## config.mk

```make
export PLATFORM = sky130hd
export DESIGN_NAME = counter_modulo_prog
export DESIGN_NICKNAME = d
export VERILOG_FILES = /design/src/rtl/counter_modulo_prog.sv
export SDC_FILE = /design/constraint.sdc
export NUM_CORES = 1
export LEC_CHECK = 0
export BUFFER_PORTS_ARGS = -buffer_cell sky130_fd_sc_hd__clkbuf_2
export CAP_MARGIN = 5
export CORE_MARGIN = 2
export CORE_UTILIZATION = 35
export CTS_CLUSTER_DIAMETER = 200
export DETAILED_ROUTE_END_ITERATION = 8
export PLACE_DENSITY = 0.55
export SLEW_MARGIN = 20
export SYNTH_ARGS = -nofsm -noshare
export SYNTH_HDL_FRONTEND = slang
export SYNTH_SLANG_ARGS = --single-unit
```

## constraint.sdc

```tcl
create_clock -name clk -period 4.5 [get_ports clk]
set_input_delay 0.225 -clock clk [delete_from_list [all_inputs] [get_ports clk]]
set_output_delay 0.225 -clock clk [all_outputs]
set_load 0.05 [all_outputs]
```

## src/rtl/counter_modulo_prog.sv

```systemverilog
// counter_modulo_prog: runtime-programmable modulo counter with up/down
// counting, synchronous load, continuous / one-shot modes and a registered
// terminal-count pulse for cascading.
//
// Optional feature macro: COUNTER_WRAP_COUNT_EN
//   When defined, adds the WRAP_WIDTH parameter and the wrap_count output,
//   a saturating count of wraps since the last start (cleared on start,
//   kept across loads).
//
// Ports:
//   clk, reset   rising-edge clock, asynchronous active-high reset
//   enable       one count step per cycle while RUN
//   start        latch modulus/mode/dir, initialise counter, enter RUN
//   stop         abort to IDLE, counter held (highest priority)
//   mode         0 continuous, 1 one-shot (latched on start)
//   dir          0 up, 1 down (latched on start)
//   load         synchronous load of load_value (clamped to Meff-1)
//   load_value   value for load
//   modulus      M, 0 means full 2^CNT_WIDTH range (latched on start)
//   counter_out  registered count
//   tc           registered one-cycle wrap pulse
//   busy         high in RUN
//   done         one-cycle pulse at the end of a one-shot run
module counter_modulo_prog #(
  parameter int CNT_WIDTH = 8
`ifdef COUNTER_WRAP_COUNT_EN
  , parameter int WRAP_WIDTH = 8
`endif
) (
  input  logic                 clk,
  input  logic                 reset,
  input  logic                 enable,
  input  logic                 start,
  input  logic                 stop,
  input  logic                 mode,
  input  logic                 dir,
  input  logic                 load,
  input  logic [CNT_WIDTH-1:0] load_value,
  input  logic [CNT_WIDTH-1:0] modulus,
  output logic [CNT_WIDTH-1:0] counter_out,
  output logic                 tc,
  output logic                 busy,
  output logic                 done
`ifdef COUNTER_WRAP_COUNT_EN
  , output logic [WRAP_WIDTH-1:0] wrap_count
`endif
);

  typedef logic [CNT_WIDTH-1:0] cnt_t;
  // One bit wider than the counter so Meff = 2^CNT_WIDTH is representable.
  typedef logic [CNT_WIDTH:0]   ext_t;
  typedef enum logic [1:0] {IDLE, RUN, DONE} state_t;

  state_t state_q, state_d;
  cnt_t   cnt_q, cnt_d;
  cnt_t   mod_q, mod_d;
  logic   mode_q, mode_d;
  logic   dir_q, dir_d;
  logic   tc_q, tc_d;

  ext_t meff_q, meff_new, meff_sel;
  cnt_t last_q, last_new, clamp_val;

  function automatic ext_t to_meff(cnt_t m);
    return (m == '0) ? {1'b1, {CNT_WIDTH{1'b0}}} : {1'b0, m};
  endfunction

  always_comb begin
    meff_q   = to_meff(mod_q);
    meff_new = to_meff(modulus);
    last_q   = cnt_t'(meff_q - ext_t'(1));
    last_new = cnt_t'(meff_new - ext_t'(1));
    // A load coinciding with start is clamped against the modulus being latched.
    meff_sel  = start ? meff_new : meff_q;
    clamp_val = ({1'b0, load_value} < meff_sel) ? load_value
                                                : cnt_t'(meff_sel - ext_t'(1));
  end

  always_comb begin
    state_d = state_q;
    cnt_d   = cnt_q;
    mod_d   = mod_q;
    mode_d  = mode_q;
    dir_d   = dir_q;
    tc_d    = 1'b0;
    if (stop) begin
      state_d = IDLE;
    end else begin
      if (start) begin
        mod_d   = modulus;
        mode_d  = mode;
        dir_d   = dir;
        state_d = RUN;
        cnt_d   = dir ? last_new : '0;
      end else if (state_q == DONE) begin
        state_d = IDLE;
      end

      if (load) begin
        cnt_d = clamp_val;
      end else if (!start && state_q == RUN && enable) begin
        if (dir_q ? (cnt_q == '0) : (cnt_q == last_q)) begin
          tc_d = 1'b1;
          // One-shot parks on the terminal value; continuous wraps around.
          if (mode_q) state_d = DONE;
          else        cnt_d   = dir_q ? last_q : '0;
        end else begin
          cnt_d = dir_q ? cnt_q - cnt_t'(1) : cnt_q + cnt_t'(1);
        end
      end
    end
  end

  always_ff @(posedge clk or posedge reset) begin
    if (reset) begin
      state_q <= IDLE;
      cnt_q   <= '0;
      mod_q   <= '0;
      mode_q  <= 1'b0;
      dir_q   <= 1'b0;
      tc_q    <= 1'b0;
    end else begin
      state_q <= state_d;
      cnt_q   <= cnt_d;
      mod_q   <= mod_d;
      mode_q  <= mode_d;
      dir_q   <= dir_d;
      tc_q    <= tc_d;
    end
  end

`ifdef COUNTER_WRAP_COUNT_EN
  logic [WRAP_WIDTH-1:0] wrap_q;
  always_ff @(posedge clk or posedge reset) begin
    if (reset)                      wrap_q <= '0;
    else if (start && !stop)        wrap_q <= '0;
    else if (tc_d && wrap_q != '1)  wrap_q <= wrap_q + WRAP_WIDTH'(1);
  end
  assign wrap_count = wrap_q;
`endif

  assign counter_out = cnt_q;
  assign tc          = tc_q;
  assign busy        = (state_q == RUN);
  assign done        = (state_q == DONE);

endmodule

```

## Yosys cells after proc, flatten, opt, wreduce, memory -nomap -nowiden

Cells that the tools add are included.
Widths: inputs -> output; s select.

| operators by class | value |
|---|---|
| $add $sub $neg | 5 |
| multiply operators | 0 |
| div/mod/pow operators | 0 |
| magnitude comparators | 1 |
| equal/unequal tests | 3 |
| shift-type cells | 0 |
| multiplexer cells | 24 |
| bitwise operators | 1 |
| reductions and logical operators | 7 |

Operators by type and width:

| kind | number |
|---|---|
| $mux 8 | 9 |
| $sub 8x1->8 const B | 4 |
| $mux 9 | 3 |
| $logic_not 8->1 | 3 |
| $mux 2 | 7 |
| $lt 8x9->1 | 1 |
| $add 8x1->8 const B | 1 |
| $eq 8x8->1 | 1 |
| $mux 1 | 5 |
| $eq 2x1->1 const B | 1 |
| $eq 2x2->1 const B | 1 |
| $logic_and 1x1->1 | 2 |
| $reduce_and 2->1 | 1 |
| $logic_not 1->1 | 1 |
| $not 1->1 | 1 |

| word-level totals | value |
|---|---|
| register bits | 21 |
| latch bits | 0 |
| bits in writable memories | 0 |
| memory bits (read-only) | 0 |
| input bits | 24 |
| output and inout bits | 11 |
| logic and storage cells | 47 |
| memories kept | 0 |

## Longest topological paths before layout

| logic depth | value |
|---|---|
| depth in word-level cells | 9 |
| gate-level depth with buffers | 15 |
| mapped depth without buffers | 14 |

## Worst setup path before layout

Ideal clock, no wire load.

| path | value |
|---|---|
| path type | flip-flop to flip-flop |
| start | register mod_q[0] |
| end | register cnt_q[3] (netlist: counter_out[3]) |
| setup time | 146 ps |
| arrival time | 2953 ps |
| required time | 4354 ps |
| setup slack | 1401 ps |
| stages on the path, launching flop included | 14 |
| buffers on the path | 1 |
| clock period less this slack | 3099 ps |
| cell sequence | dfrtp_1 inv_1 ha_1 or3b_2 nand2b_4 a31oi_1 ha_1 a21o_1 a21o_1 a2111oi_0 a211o_1 buf_2 a2111oi_0 a221oi_1 |

| on the way | value |
|---|---|
| longest elaborated chain between the ends | 8 |
| elaborated cells on any way between the ends | 14 |
| classes of those cells | add/sub (2); order compare (1); eq/ne (1); mux (9); reduce/logical (1) |

Ends and longest elaborated chain:

| what | line | text |
|---|---|---|
| from (decl) | 56 | `cnt_t mod_q, mod_d;` |
| from (signal assigned) | 125 | `mod_q <= mod_d;` |
| $logic_not 8->1 | 65 | `return (m == '0) ? {1'b1, {CNT_WIDTH{1'b0}}} : {1'b0, m};` |
| $mux 9 * | 65 |  |
| $sub 8x1->8 | 71 | `last_q = cnt_t'(meff_q - ext_t'(1));` |
| $eq 8x8->1 or $mux 8 (tied branches) | 102, 106 |  |
| $mux 1 or $mux 8 (tied branches) | 102, 105 |  |
| $mux 8 | 102 | `if (dir_q ? (cnt_q == '0) : (cnt_q == last_q)) begin` |
| $mux 8 | 101 | `end else if (!start && state_q == RUN && enable) begin` |
| $mux 8 * | 99 | `if (load) begin` |
| to (signal assigned) | 124 | `cnt_q <= cnt_d;` |
| to (decl) | 55 | `cnt_t cnt_q, cnt_d;` |

Every way passes the cells marked *; elsewhere a longest branch is shown, timed or not.
A chain may end at the register's enable or synchronous reset.

## Worst setup path after layout

Ends and elaborated chain as after synthesis.

==> flow_summary_export.csv <==
group,metric,value,unit
drt,post-route-drc-count,0,
yosys,netlist_top_cells_area,"sky130_fd_sc_hd__dfrtp_1 (20%), sky130_fd_sc_hd__ha_1 (8.2%), sky130_fd_sc_hd__xnor2_1 (7.1%)",
floorplanning,floorplan.rows,31,
pwr,total_switching_power,439,µW
yosys,synthDominantAreaCellType,"sky130_fd_sc_hd__dfrtp_1",
critical_path,worst-r2r-cell-count,13,
pwr,sw_ratio,0.478,
placement,detailed_place_hpwl,6370,µm
clock_network,worst_skew_pair_later_pin_latency,0.27,ns
timing,final.setup_skew,0.00558,ns
flow_run,maxCapViolCount,0,
critical_path,cp_data_required_time,4.61,ns
yosys,netlist_area,2590,µm²
yosys,post_synth.cell_area_avg,8.09,µm²
drt,total_routed_wirelength,8160,µm
clock_network,post_cts_resized,0,
critical_path,critPathLaunchType,"register",
yosys,mappedNetlistNets,362,
yosys,main_synth_ff_type,"sky130_fd_sc_hd__dfrtp_1",
finish,syn2layout_area_growth,9.62,%
drt,detailroute.via_count,2541,
drt,drt.antenna.violating_nets,0,
timing,max_slew_margin,0.391,
clock_network,maximum_number_of_buffers_from_clock_root_to_sink,2,
global_route,grt.total_usage,0.206,
timing,totalNegativeSetupSlack,0,ns
critical_path,reg2reg_setup_slack,0.74,ns
timing,period_minus_slack,3.76,ns
placement,portbufs,34,
critical_path,crit_type,"register to register",
floorplanning,die_width,90.0,µm
global_route,grt_remaining_overflow,0,
yosys,synth_compound_area_frac,0.265,
placement,globalplace.congestion,0.905,
pwr,power.share.sequential,0.319,
global_route,grt_pass1_vias,2467,
yosys,synth_edf_count,0,
placement,placed_cell_area,2790,µm²
clock_network,cts-htree-levels,1,
finish,final_net_count,383,
critical_path,worst-endpoint-arrival,3.87,ns
yosys,postSynthRegisterBits,21,
timing,rsz_0062_raised_after_global_routing,"false",
pwr,power.clock.fraction,0.146,
drt,dr.first_iter.drc_count,246,
critical_path,regToRegEndpoint,"counter_out[3]$_DFFE_PP0N_",
timing,report.final.slew_viol_count,0,
floorplanning,core_area,7210,µm²
clock_network,post_cts_hold_buffer_count,0,
floorplanning,fp.dieH,90.0,µm
finish,antennaDiodeCount,0,
critical_path,crit-reg2reg-launch,"mod_q[0]$_DFFE_PP0P_",
yosys,synth-warning-count,0,
clock_network,tritoncts.num_buffers,3,
pwr,static-leakage-power,0.00124,µW
yosys,adder_cell_fraction_of_synth_area,0.0899,
finish,finalInstanceArea,2840,µm²
min_path,hold_path_class,"input pin to asynchronous set/reset pin",
clock_network,cts_tree,"built",
global_route,grt_antenna_before_repair,0,
clock_network,clkSinkCount,21,
floorplanning,boundaryPins,35,
yosys,sequential_to_total_area_share_from_yosys_stat,0.203,
drt,dr.pass1.iters,5,
global_route,grt_start_max_net_pins,22,
yosys,main_combinational_cell_family_by_area_after_synthesis,"compound AO/OA/AOI/OAI gates",
clock_network,clock_tree.root_cell,"sky130_fd_sc_hd__clkbuf_8",
pwr,irDropWorstVdd,106,µV
finish,final_layout_size_suffix_gt1_frac,0.162,
drt,vias_per_std_cell,5.79,
yosys,synth.most_common_cell,"sky130_fd_sc_hd__nand2_1",
timing,timing_worst_slew_pin_value,0.913,ns
yosys,synth_xor_area_frac,0.0948,
floorplanning,effective_utilization_at_floorplan,0.359,
yosys,post_synth_mux_area_share,0.0609,
clock_network,clock_edge_transition_at_the_registers_on_the_reported_setup_and_hold_paths,0.09,ns
yosys,synth.top_cell.area_share,0.203,
yosys,synth-async-reset-ratio,1.00,
timing,max_freq,266,MHz
pwr,power_density,324,nW/µm²
floorplanning,die_area,8100,µm²
pwr,p_comb_frac,0.534,
yosys,synth_simple_gate_area_share,0.219,
outcome,run_status,"finished clean",
timing,finalHoldViolCount,0,
yosys,synth_common_cells,"sky130_fd_sc_hd__nand2_1 (28), sky130_fd_sc_hd__nor2_1 (25), sky130_fd_sc_hd__dfrtp_1 (21), sky130_fd_sc_hd__xnor2_1 (21), sky130_fd_sc_hd__inv_1 (20)",
critical_path,end_kind,"register",
critical_path,critical_path_peak_fanout,14,
global_route,wire_length_of_the_first_global_routing_pass,13400,µm
timing,final_setup_violation_count,0,
clock_network,cts_post_setup_buffers_inserted,0,
yosys,netlist-cell-type-count,69,
pwr,internal_power,479,µW
yosys,syn-instance-count,320,
drt,wl_per_cell,18.6,µm
timing,min_period_over_period,0.836,
-- per-stage QoR --
stage	setup slack (ns)	total power (µW)	util	hold WS, ns	instances
after CTS	0.786	919	0.393	0.164	439
after global placement	0.885	780	0.387	0.452	435
after floorplan	1.40	651	-	0.202	320
after global routing	0.506	985	0.393	0.199	439
final	0.737	918	0.393	0.122	439
after detailed placement	0.828	782	0.387	0.456	435
-- power by group through the flow --
stage / combinational (µW) / clock, µW / sequential, µW
after floorplan: 350 / 0 / 301
after global placement: 484 / 0 / 297
after detailed placement: 486 / 0 / 296
after CTS: 490 / 136 / 292
after global routing: 541 / 144 / 300
final: 491 / 135 / 293
-- state kept, by name, indices dropped and copies added, names as in the netlist --
register	count
dir_q	1
tc	1
mode_q	1
counter_out	8
mod_q	8
state_q	2
-- critical path, stage by stage, from the launching register on --
cell	delay [ns]
sky130_fd_sc_hd__dfrtp_1	0.44
sky130_fd_sc_hd__inv_1	0.12
sky130_fd_sc_hd__ha_1	0.25
sky130_fd_sc_hd__or3b_2	0.24
sky130_fd_sc_hd__nand2b_4	0.16
sky130_fd_sc_hd__a31oi_1	0.13
sky130_fd_sc_hd__ha_1	0.22
sky130_fd_sc_hd__a21o_1	0.15
sky130_fd_sc_hd__a21o_1	0.17
sky130_fd_sc_hd__a2111oi_0	0.41
sky130_fd_sc_hd__a211o_1	0.45
sky130_fd_sc_hd__nor2_1	0.09
sky130_fd_sc_hd__a2111oi_0	0.67
sky130_fd_sc_hd__a221oi_1	0.11
-- routing by layer --
| metal | share of wire | track usage | wire length, µm | up-vias |
|---|---|---|---|---|
| met5 | 0 | 0 | 0 | - |
| met1 | 0.47 | 0.305 | 3810 | 1201 |
| met3 | 0.058 | 0.0184 | 472 | 11 |
| met4 | 0.019 | 0.0615 | 151 | 0 |
| li1 | - | - | - | 1214 |
| met2 | 0.46 | 0.319 | 3730 | 115 |
-- worst max-delay path by stage --
stage	from	slack, ns	to	depth (start not counted)
after global routing	mod_q[0]$_DFFE_PP0P_	0.51	counter_out[5]$_DFFE_PP0N_	13
after floorplan	mod_q[0]$_DFFE_PP0P_	1.40	counter_out[3]$_DFFE_PP0N_	13
after global placement	mod_q[0]$_DFFE_PP0P_	0.88	counter_out[3]$_DFFE_PP0N_	12
after detailed placement	mod_q[0]$_DFFE_PP0P_	0.83	counter_out[3]$_DFFE_PP0N_	13
after CTS	mod_q[0]$_DFFE_PP0P_	0.79	counter_out[3]$_DFFE_PP0N_	13
final	mod_q[0]$_DFFE_PP0P_	0.74	counter_out[3]$_DFFE_PP0N_	13
-- area by class of cell --
cell class	count	area (µm²)
inverter	20	75.1
sequential	21	526
clock buffer	3	41.3
timing repair buffer	35	178
multi-input combinational	260	1890
clock inverter	1	5.00
tap	99	124
fill	800	4380
-- layout by cell type (no fill, tap or decap), types with 7 or more instances in the layout --
cell | synthesis | routed
sky130_fd_sc_hd__xor2_1 | 7 | 7
sky130_fd_sc_hd__dfrtp_1 | 21 | 21
sky130_fd_sc_hd__clkbuf_2 | 0 | 34
sky130_fd_sc_hd__ha_1 | 17 | 17
sky130_fd_sc_hd__inv_1 | 20 | 20
sky130_fd_sc_hd__o21ai_0 | 15 | 15
sky130_fd_sc_hd__nand2_1 | 28 | 28
sky130_fd_sc_hd__nor2_1 | 25 | 25
sky130_fd_sc_hd__xnor2_1 | 21 | 21
sky130_fd_sc_hd__a21oi_1 | 16 | 16
sky130_fd_sc_hd__mux2i_1 | 9 | 9
-- cells by family after synthesis --
family,count (synthesis)
adder cells (fa/ha/maj),18
AND/OR/NAND/NOR,102
buffers and inverters,39
flip-flops,21
AO/OA/AOI/OAI,97
multiplexers,15
XOR/XNOR,28
No activity file was read; power rests on OpenSTA's default activity.
